## config.mk

```make
export PLATFORM = sky130hd
export DESIGN_NAME = iob_plic_gateway
export DESIGN_NICKNAME = d
export VERILOG_FILES = /design/src/rtl/iob_plic_gateway_pkg.sv /design/src/rtl/iob_plic_gateway_cell.sv /design/src/rtl/iob_plic_gateway.sv
export SDC_FILE = /design/constraint.sdc
export NUM_CORES = 2
export LEC_CHECK = 0
export CELL_PAD_IN_SITES_DETAIL_PLACEMENT = 0
export CELL_PAD_IN_SITES_GLOBAL_PLACEMENT = 1
export CORE_UTILIZATION = 45
export DETAILED_ROUTE_END_ITERATION = 8
export GPL_TIMING_DRIVEN = 0
export PLACE_DENSITY = 0.8
export RECOVER_POWER = 25
export SLEW_MARGIN = 5
export SYNTH_ARGS = -nofsm -noshare
export SYNTH_HDL_FRONTEND = slang
export SYNTH_SLANG_ARGS = --single-unit
```

## constraint.sdc

```tcl
create_clock -name clk -period 4.9 [get_ports clk]
set_clock_uncertainty 0.2 [all_clocks]
set_input_delay 0.735 -clock clk [delete_from_list [all_inputs] [get_ports clk]]
set_output_delay 0.735 -clock clk [all_outputs]
set_load 0.05 [all_outputs]
```

## src/rtl/iob_plic_gateway_pkg.sv

```systemverilog
// Shared types and sizing helpers for the PLIC interrupt gateway array.
package iob_plic_gateway_pkg;

  typedef enum logic [1:0] {
    ST_IDLE    = 2'd0,
    ST_PENDING = 2'd1,
    ST_CLAIMED = 2'd2
  } gw_state_e;

  // Register blocks; block b starts at byte offset b * 4 * W.
  typedef enum logic [2:0] {
    BLK_EL  = 3'd0,
    BLK_POL = 3'd1,
    BLK_EN  = 3'd2,
    BLK_IP  = 3'd3,
    BLK_OVF = 3'd4
  } reg_blk_e;

  localparam int NUM_BLKS = 5;

  function automatic int words_per_blk(input int sources);
    return (sources + 31) / 32;
  endfunction

  function automatic int cnt_width(input int max_count);
    return $clog2(max_count + 1);
  endfunction

endpackage

```

## src/rtl/iob_plic_gateway_cell.sv

```systemverilog
// One interrupt gateway: synchroniser, polarity, edge capture counter and
// the claim/complete state machine. The FSM state is exported for observation.
module iob_plic_gateway_cell
  import iob_plic_gateway_pkg::*;
#(
  parameter int MAX_PENDING_COUNT = 8,
  parameter int SYNC_STAGES       = 2
) (
  input  logic      clk,
  input  logic      rst,
  input  logic      src,
  input  logic      el,
  input  logic      pol,
  input  logic      en,
  input  logic      el_chg,
  input  logic      claim,
  input  logic      complete,
  output logic      ovf_set,
  output gw_state_e state
);

  localparam int CNT_W = cnt_width(MAX_PENDING_COUNT);
  localparam logic [CNT_W-1:0] CNT_MAX = CNT_W'(MAX_PENDING_COUNT);

  logic             s, a, prev_q, pol_q, rise, edge_ev, claim_take, dec;
  logic [CNT_W-1:0] cnt_q, cnt_d;
  gw_state_e        state_q, state_d;

  generate
    if (SYNC_STAGES == 0) begin : g_nosync
      assign s = src;
    end else begin : g_sync
      logic [SYNC_STAGES-1:0] sync_q;
      always_ff @(posedge clk) begin
        if (!rst) begin
          sync_q <= '0;
        end else begin
          sync_q[0] <= src;
          for (int i = 1; i < SYNC_STAGES; i++) sync_q[i] <= sync_q[i-1];
        end
      end
      assign s = sync_q[SYNC_STAGES-1];
    end
  endgenerate

  // A polarity flip inverts 'a' without any real source activity, so the
  // edge detector is muted for the cycle after POL changes.
  assign a          = s ^ pol;
  assign rise       = a & ~prev_q & (pol == pol_q);
  assign edge_ev    = el & en & rise;
  assign claim_take = (state_q == ST_PENDING) & claim & ~el_chg;
  assign dec        = claim_take & el & (cnt_q != '0);

  always_comb begin
    cnt_d   = cnt_q;
    ovf_set = 1'b0;
    if (el_chg) begin
      cnt_d = '0;
    end else if (edge_ev && !dec) begin
      if (cnt_q == CNT_MAX) ovf_set = 1'b1;
      else                  cnt_d   = cnt_q + 1'b1;
    end else if (dec && !edge_ev) begin
      cnt_d = cnt_q - 1'b1;
    end
  end

  always_comb begin
    state_d = state_q;
    case (state_q)
      ST_IDLE: begin
        if (!el_chg && (el ? (cnt_q != '0) : (a && en))) state_d = ST_PENDING;
      end
      ST_PENDING: begin
        if (el_chg)     state_d = ST_IDLE;
        else if (claim) state_d = ST_CLAIMED;
      end
      ST_CLAIMED: begin
        if (complete) state_d = ST_IDLE;
      end
      default: state_d = ST_IDLE;
    endcase
  end

  always_ff @(posedge clk) begin
    if (!rst) begin
      state_q <= ST_IDLE;
      cnt_q   <= '0;
      prev_q  <= 1'b0;
      pol_q   <= 1'b0;
    end else begin
      state_q <= state_d;
      cnt_q   <= cnt_d;
      prev_q  <= a;
      pol_q   <= pol;
    end
  end

  assign state = state_q;

endmodule

```

## src/rtl/iob_plic_gateway.sv

```systemverilog
// Interrupt gateway array with its IOb-bus configuration register file.
// Handshake: every cycle with valid=1 is an accepted request; ready pulses
// exactly one cycle later with rdata (zero for writes and when ready=0).
module iob_plic_gateway
  import iob_plic_gateway_pkg::*;
#(
  parameter int ADDR_W            = 16,
  parameter int DATA_W            = 32,
  parameter int SOURCES           = 64,
  parameter int MAX_PENDING_COUNT = 8,
  parameter int SYNC_STAGES       = 2
) (
  input  logic                clk,
  input  logic                rst,
  input  logic                valid,
  input  logic [ADDR_W-1:0]   address,
  input  logic [DATA_W-1:0]   wdata,
  input  logic [DATA_W/8-1:0] wstrb,
  output logic [DATA_W-1:0]   rdata,
  output logic                ready,
  input  logic [SOURCES-1:0]  src,
  output logic [SOURCES-1:0]  ip,
  input  logic [SOURCES-1:0]  claim,
  input  logic [SOURCES-1:0]  complete
);

  localparam int W  = words_per_blk(SOURCES);
  localparam int NB = W * 32;
  localparam int AW = ADDR_W - 2;
  localparam logic [AW-1:0] W_A    = AW'(W);
  localparam logic [AW-1:0] NBLK_A = AW'(NUM_BLKS);

  logic [NB-1:0]      el_q, pol_q, en_q, ovf_q;
  logic [NB-1:0]      el_d, pol_d, en_d, ovf_clr, ovf_set_pad, ip_pad, src_mask;
  logic [SOURCES-1:0] ovf_set, el_chg;
  logic [AW-1:0]      word_idx, blk, widx;
  logic               wr, mapped, unused_addr_lsb;
  logic [DATA_W-1:0]  rd_word, rdata_q;
  logic               ready_q;
  gw_state_e          gw_state [SOURCES];

  assign word_idx        = address[ADDR_W-1:2];
  assign blk             = word_idx / W_A;
  assign widx            = word_idx - blk * W_A;
  assign wr              = |wstrb;
  assign mapped          = blk < NBLK_A;
  assign unused_addr_lsb = ^address[1:0];

  always_comb begin
    src_mask              = '0;
    src_mask[SOURCES-1:0] = '1;
    ip_pad                = '0;
    ip_pad[SOURCES-1:0]   = ip;
    ovf_set_pad           = '0;
    ovf_set_pad[SOURCES-1:0] = ovf_set;
  end

  // Byte-strobed writes; OVF bytes become a write-1-to-clear mask.
  always_comb begin
    el_d    = el_q;
    pol_d   = pol_q;
    en_d    = en_q;
    ovf_clr = '0;
    if (valid && wr && mapped) begin
      for (int k = 0; k < W; k++) begin
        if (widx == AW'(k)) begin
          for (int b = 0; b < DATA_W/8; b++) begin
            if (wstrb[b]) begin
              case (blk)
                AW'(BLK_EL):  el_d[k*32+b*8 +: 8]    = wdata[b*8 +: 8];
                AW'(BLK_POL): pol_d[k*32+b*8 +: 8]   = wdata[b*8 +: 8];
                AW'(BLK_EN):  en_d[k*32+b*8 +: 8]    = wdata[b*8 +: 8];
                AW'(BLK_OVF): ovf_clr[k*32+b*8 +: 8] = wdata[b*8 +: 8];
                default: ;
              endcase
            end
          end
        end
      end
    end
    el_d  = el_d & src_mask;
    pol_d = pol_d & src_mask;
    en_d  = en_d & src_mask;
  end

  assign el_chg = el_d[SOURCES-1:0] ^ el_q[SOURCES-1:0];

  always_comb begin
    rd_word = '0;
    for (int k = 0; k < W; k++) begin
      if (widx == AW'(k)) begin
        case (blk)
          AW'(BLK_EL):  rd_word = el_q[k*32 +: DATA_W];
          AW'(BLK_POL): rd_word = pol_q[k*32 +: DATA_W];
          AW'(BLK_EN):  rd_word = en_q[k*32 +: DATA_W];
          AW'(BLK_IP):  rd_word = ip_pad[k*32 +: DATA_W];
          AW'(BLK_OVF): rd_word = ovf_q[k*32 +: DATA_W];
          default:      rd_word = '0;
        endcase
      end
    end
  end

  always_ff @(posedge clk) begin
    if (!rst) begin
      el_q    <= '0;
      pol_q   <= '0;
      en_q    <= '0;
      ovf_q   <= '0;
      ready_q <= 1'b0;
      rdata_q <= '0;
    end else begin
      el_q    <= el_d;
      pol_q   <= pol_d;
      en_q    <= en_d;
      ovf_q   <= (ovf_q & ~ovf_clr) | ovf_set_pad;
      ready_q <= valid;
      rdata_q <= (valid && !wr) ? rd_word : '0;
    end
  end

  assign ready = ready_q;
  assign rdata = rdata_q;

  for (genvar i = 0; i < SOURCES; i++) begin : g_cell
    iob_plic_gateway_cell #(
      .MAX_PENDING_COUNT(MAX_PENDING_COUNT),
      .SYNC_STAGES      (SYNC_STAGES)
    ) u_cell (
      .clk     (clk),
      .rst     (rst),
      .src     (src[i]),
      .el      (el_q[i]),
      .pol     (pol_q[i]),
      .en      (en_q[i]),
      .el_chg  (el_chg[i]),
      .claim   (claim[i]),
      .complete(complete[i]),
      .ovf_set (ovf_set[i]),
      .state   (gw_state[i])
    );
  end

  always_comb begin
    for (int i = 0; i < SOURCES; i++) ip[i] = (gw_state[i] == ST_PENDING);
  end

endmodule

```

* Yosys cells after proc, flatten, opt, wreduce, memory -nomap -nowiden *
Cells that the tools add are included.

storage, ports and cells
  bits in registers = 929
  latch bits = 0
  bits in writable memories = 0
  bits in read-only memories = 0
  memories kept = 0

operators by class
  add/sub/neg operators = 129
  $mul = 0
  div/mod/pow operators = 0
  $lt $le $gt $ge = 1
  equality and inequality tests = 517
  shift-type cells = 0
  mux-type cells = 802
  bitwise logic cells = 709
  reductions and logical operators = 856

operators with widths
  cell                                                                count
  4-bit 2-to-1 mux                                                    192
  1-bit bitwise AND                                                   512
  2-bit 2-to-1 mux                                                    256
  2-bit case mux with 3 select lines                                  64
  32-bit case mux with 5 select lines                                 2
  1-bit logical AND                                                   259
  4-bit by 1-bit adder with 4-bit output, second input constant       64
  4-bit == test, second input constant                                64
  1-bit 2-to-1 mux                                                    256
  2-bit != test, second input constant                                128
  4-bit nonzero test                                                  64
  4-bit by 1-bit subtractor with 4-bit output, second input constant  64
  1-bit zero test                                                     193
  32-bit 2-to-1 mux                                                   6
  8-bit 2-to-1 mux                                                    24
  3-bit by 1-bit != test with 1-bit output, second input constant     64
  3-bit AND reduction                                                 64
  2-bit AND reduction                                                 65
  1-bit NOT                                                           129
  2-bit by 1-bit == test with 1-bit output, second input constant     64
  2-bit == test, second input constant                                64
  2-bit zero test                                                     64
  64-bit 2-to-1 mux                                                   2
  2-bit by 1-bit != test with 1-bit output, second input constant     64
  other kinds (17)                                                    286

* Depth between registers and ports, before layout *
  depth in word-level cells = 15
  mapped depth = 16
  depth with buffers taken out = 12

* Hierarchy *
From an unflattened synthesis, not the netlist that was laid out.

unflattened totals
  cells, all modules = 6611
  area, all modules = 55279.3 sq um

by module, submodules not included
  module                                          times used  cells an instance  area each (sq um)
  iob_plic_gateway_cell at g_cell[33].u_cell ...  37          77                 635.6
  iob_plic_gateway_cell at g_cell[0].u_cell ...   26          77                 636.9
  iob_plic_gateway                                1           1685               14557.7
  iob_plic_gateway_cell at g_cell[32].u_cell      1           75                 645.6

* Least setup slack after synthesis *
No wires, ideal clock.

  kind = input-to-reg
  from = input address[5]
  to = register g_cell[52].u_cell.cnt_q[3]
  setup time = 0.129 ns
  arrival time = 3.626 ns
  data required time = 4.571 ns
  slack = 0.946 ns
  cell stages on the path = 13
  path buffers = 2
  path through = clkbuf_1 -> or4b_1 -> buf_2 -> or4_1 -> o21ai_2 -> nand2_1 -> ha_1 -> a21o_1 -> a21o_1 -> and3_1 -> mux2i_1 -> xor2_1 -> nor2_1

on the way
  longest elaborated chain between the ends = 14
  elaborated cells on any way between the ends = 22
  classes of those cells = add/sub (1); order compare (1); eq/ne (2); mux (5); bitwise (5); reduce/logical (8)

ends and longest elaborated chain
  item                                                           line                         RTL
  start: declaration                                             iob_plic_gateway.sv:16       input logic [ADDR_W-1:0] address,
  branches (longest 4 deep; another with 14-bit subtractor)      n/a
  64-bit 2-to-1 mux *                                            iob_plic_gateway.sv:64       if (valid && wr && mapped) begin
  64-bit bitwise XOR *                                           iob_plic_gateway.sv:86       assign el_chg = el_d[SOURCES-1:0] ^ el_q[SOURCES-1:0];
  1-bit NOT                                                      iob_plic_gateway_cell.sv:51  assign claim_take = (state_q == ST_PENDING) & claim & ~el_chg;
  1-bit bitwise AND                                              iob_plic_gateway_cell.sv:51
  1-bit bitwise AND (2 in a row)                                 iob_plic_gateway_cell.sv:52  assign dec = claim_take & el & (cnt_q != '0);
  1-bit zero test                                                iob_plic_gateway_cell.sv:59  end else if (edge_ev && !dec) begin
  1-bit logical AND                                              iob_plic_gateway_cell.sv:59
  2-bit != test (no line) or 2-bit nonzero test (tied branches)  n/a
  2-bit AND reduction (no line)                                  n/a
  end signal: assignment                                         iob_plic_gateway_cell.sv:92  cnt_q <= cnt_d;
  end: declaration                                               iob_plic_gateway_cell.sv:26  logic [CNT_W-1:0] cnt_q, cnt_d;

Mark *: on every way between the ends.
A chain may end at the register's enable or synchronous reset.

* Worst setup path after layout *
  from = input rst
  to = register g_cell[40].u_cell.state_q[1]

RTL lines
  item                    line                         RTL
  start: declaration      iob_plic_gateway.sv:14       input logic rst,
  end signal: assignment  iob_plic_gateway_cell.sv:91  state_q <= state_d;
  end: declaration        iob_plic_gateway_cell.sv:27  gw_state_e state_q, state_d;

No word-level cell between the ends.

==> impl_metrics.yaml <==
floorplanning:
  core_um2: 109000
  ios: 344
  die-area_um2: 111000
  die_h_um: 333
  initial_utilization_pct: 45.4
  num_rows: 121
  die_x_um: 333
worst_setup_path:
  r2r_start: "pol_q[22]"
  crit_cells: 6
  cp_max_fo: 10
  arrival_ps: 5560
  critPathTopFamily: "buffers and inverters"
  crit_required_ps: 5340
  path_cells: "dlygate4sd3_1, clkbuf_1, clkbuf_1, clkbuf_2, clkbuf_2, o21a_1"
  cp_slowest_stage_delay_ps: 1090
  cp-endpoint: "g_cell[40].u_cell.state[1]"
  cp_num_buf_inv: 5
  start_kind: "primary input"
  endpoint_kind: "register"
  startpoint: "rst"
  critical_path_class: "in2reg"
  rrSetupSlack_ps: 1320
  crit_slowest_cell: "clkbuf_1"
  r2r_end: "g_cell[22].u_cell.cnt_q[3]"
  r2r_cells: 11
power:
  vdd_ir_drop_max_v: 0.000357
  p_switching_mw: 4.26
  power.leakage_nw: 21.7
  seqPwrFrac_pct: 44.4
  total_power_mw: 17.2
  switching_share_pct: 24.7
  pwr_density_cell_nw_per_um2: 294
  power_frac_clock_pct: 49.1
  p_comb_share_pct: 6.5
  intPower_mw: 13.0
synth:
  synth_top_cell_by_area: "dfxtp_1"
  yosys_register_bits: 929
  synth_area_leaders: "dfxtp_1, nand2_1, and2_1, xor2_1, nor2_1"
  synth_area_um2: 49300
  netlist_instances: 5577
  synth_edf_count: 0
  yosysTopAreaCellShare_pct: 37.7
  syn-num-nets: 6016
  synth_warnings: 0
  postSynthAreaPerCell_um2: 8.84
  ys_seq_area_share_pct: 37.7
  synth_cell_types: 87
  synth-main-ff-cell: "dfxtp_1"
  synthArstFlopShare_pct: 0
cts:
  clkTransAtPathRegs_ps: 60
  cts_tree: "done"
  cts_htree_levels: 3
  cts_sinks: 929
  cts_buffer_depth: 3
  clkLatencyLatePin_ps: 720
  cts-root-buf: "clkbuf_16"
  cts_buffers: 105
placed_design:
  dp_hpwl_um: 148000
  portBuffers: 331
  place.gp.congestion: 1.00
  dp_slack_ps: -2600
layout:
  fin_util_pct: 53.9
  area_delta_synth_final_pct: 18.9
  final_cell_mix: "dfxtp_1, nand2_1, nor2_1, clkdlybuf4s50_1, and2_1"
  nNetsFinal: 6486
  mostFrequentLayoutCell: "dfxtp_1"
  layout-drive-gt1-share_pct: 7.12
sta:
  fmax_ghz: 0.195
  relSlewSlack_pct: -27.2
  tns_ps: -2950
  final-hold-violation-count: 0
  tightest_slew_ps: 1910
  slew_violations: 208
  whs_ps: 221
  fin_crit_sh_pct: 105
  fin_ws_ps: -224
  setup_violations: 22
  rsz0062_at_grt: "yes"
  fin_crit_ps: 5120
grt:
  grt_max_degree: 14
  grt_usage_pct: 36.7
  grt_pass1_vias: 43100
  antenna_found_initial: 44
  gr-total-overflow: 0
  grt_pass1_wl_um: 297000
route:
  drt-wirelength-per-cell_um: 27.6
  dr.pass1.iters: 9
  drc: 0
  finalWirelength_um: 209000
  viasPerCell: 6.21
  ant_nets: 0
  dr_total_vias: 47100
  drt_iter0_drc: 5874
outcome:
  status: "finished with violations"
  violations: "max-capacitance violations, max-slew violations, negative setup slack"
run:
  drv_cap: 21
worst_hold_path:
  hold_path_class: "reg2reg"
-- Yosys cell counts (61+ instances only) --
library cell  count
nand2_1         682
nand3_1         123
ha_1            128
xor2_1          206
xnor2_1         146
mux2i_1          94
dfxtp_1         929
fa_1             64
a211oi_1        116
nand3b_1        126
nor2_1          437
a21oi_1         133
clkbuf_1        214
o21ai_0          82
nor3_1          104
a21boi_0        189
nor3b_1          61
a22oi_1          99
or3b_2           65
nor2b_1         146
a21o_1          119
and2_1          293
inv_1           113
-- layer usage --
metal  vias to the layer above  wire [um]  global-route usage [%]
met5                         -        152                       0
met4                        20      14600                    23.2
met3                       633      24300                    8.66
met2                      2781      87000                    54.1
met1                     22500      83400                    48.1
li1                      21100          -                       -
-- kinds of logic after synthesis --
logic type	after synthesis	synth area share, %
AND/OR/NAND/NOR	2273	24.1
AO/OA/AOI/OAI	1324	20.1
flip-flops	929	37.7
buffers and inverters	361	2.80
XOR/XNOR	352	6.25
adder cells (fa/ha/maj)	192	5.85
multiplexers	146	3.19
-- sequential cells by signal (all words and copies together) (netlist names), 64 cells and up --
register and flops:
g_cell.u_cell.cnt_q 256, g_cell.u_cell.g_sync.sync_q 128, g_cell.u_cell.state 128, el_q 64, en_q 64, g_cell.u_cell.pol_q 64
g_cell.u_cell.prev_q 64, ovf_q 64, pol_q 64
-- power groups by stage --
stage | Combinational (mW) | Clock [mW] | Sequential (mW)
after floorplan | 0.380 | 0 | 7.80
after global placement | 1.07 | 0 | 7.81
after detailed placement | 1.07 | 0 | 7.81
after CTS | 1.07 | 8.47 | 7.65
after global routing | 1.12 | 8.80 | 7.65
final | 1.12 | 8.46 | 7.65
-- metrics by stage --
| stage | instances | area [um^2] |
|---|---|---|
| global route | 7556 | 58600 |
| detailed placement | 7335 | 54700 |
| finish | 7580 | 58600 |
| global placement | 7322 | 54400 |
| floorplan | 5577 | 49300 |
| CTS | 7550 | 58500 |
-- layout make-up --
class	count	area (um^2)
clock inverters	36	403
multi-input cells	4287	29500
repair buffers	363	3600
fillers	10100	50100
well taps	1414	1770
diodes	29	72.6
clock buffers	161	3280
plain buffers	247	1000
flip-flops and latches	929	18600
inverters	114	428
-- repair_timing --
action	in CTS	in global routing
gates resized for setup	9	12
buffers inserted	18	0
pin swaps	8	0
endpoints found under the setup margin	87	36
hold buffers	0	0
cloned	0	0
-- worst min path at each step --
stage / start / end / slack, ps / depth (start not counted)
2_1_floorplan: g_cell[0].u_cell.g_sync.sync_q[0] / g_cell[0].u_cell.g_sync.sync_q[1] / 210 / 1
5_1_grt: g_cell[28].u_cell.g_sync.sync_q[0] / g_cell[28].u_cell.g_sync.sync_q[1] / 240 / 1
6_report: g_cell[47].u_cell.g_sync.sync_q[0] / g_cell[47].u_cell.g_sync.sync_q[1] / 220 / 1
4_1_cts: g_cell[47].u_cell.g_sync.sync_q[0] / g_cell[47].u_cell.g_sync.sync_q[1] / 230 / 1
3_5_place_dp: g_cell[50].u_cell.g_sync.sync_q[0] / g_cell[50].u_cell.g_sync.sync_q[1] / 220 / 1
3_3_place_gp: g_cell[49].u_cell.g_sync.sync_q[0] / g_cell[49].u_cell.g_sync.sync_q[1] / 210 / 1
Note: power is estimated with default switching activity, not from simulation.
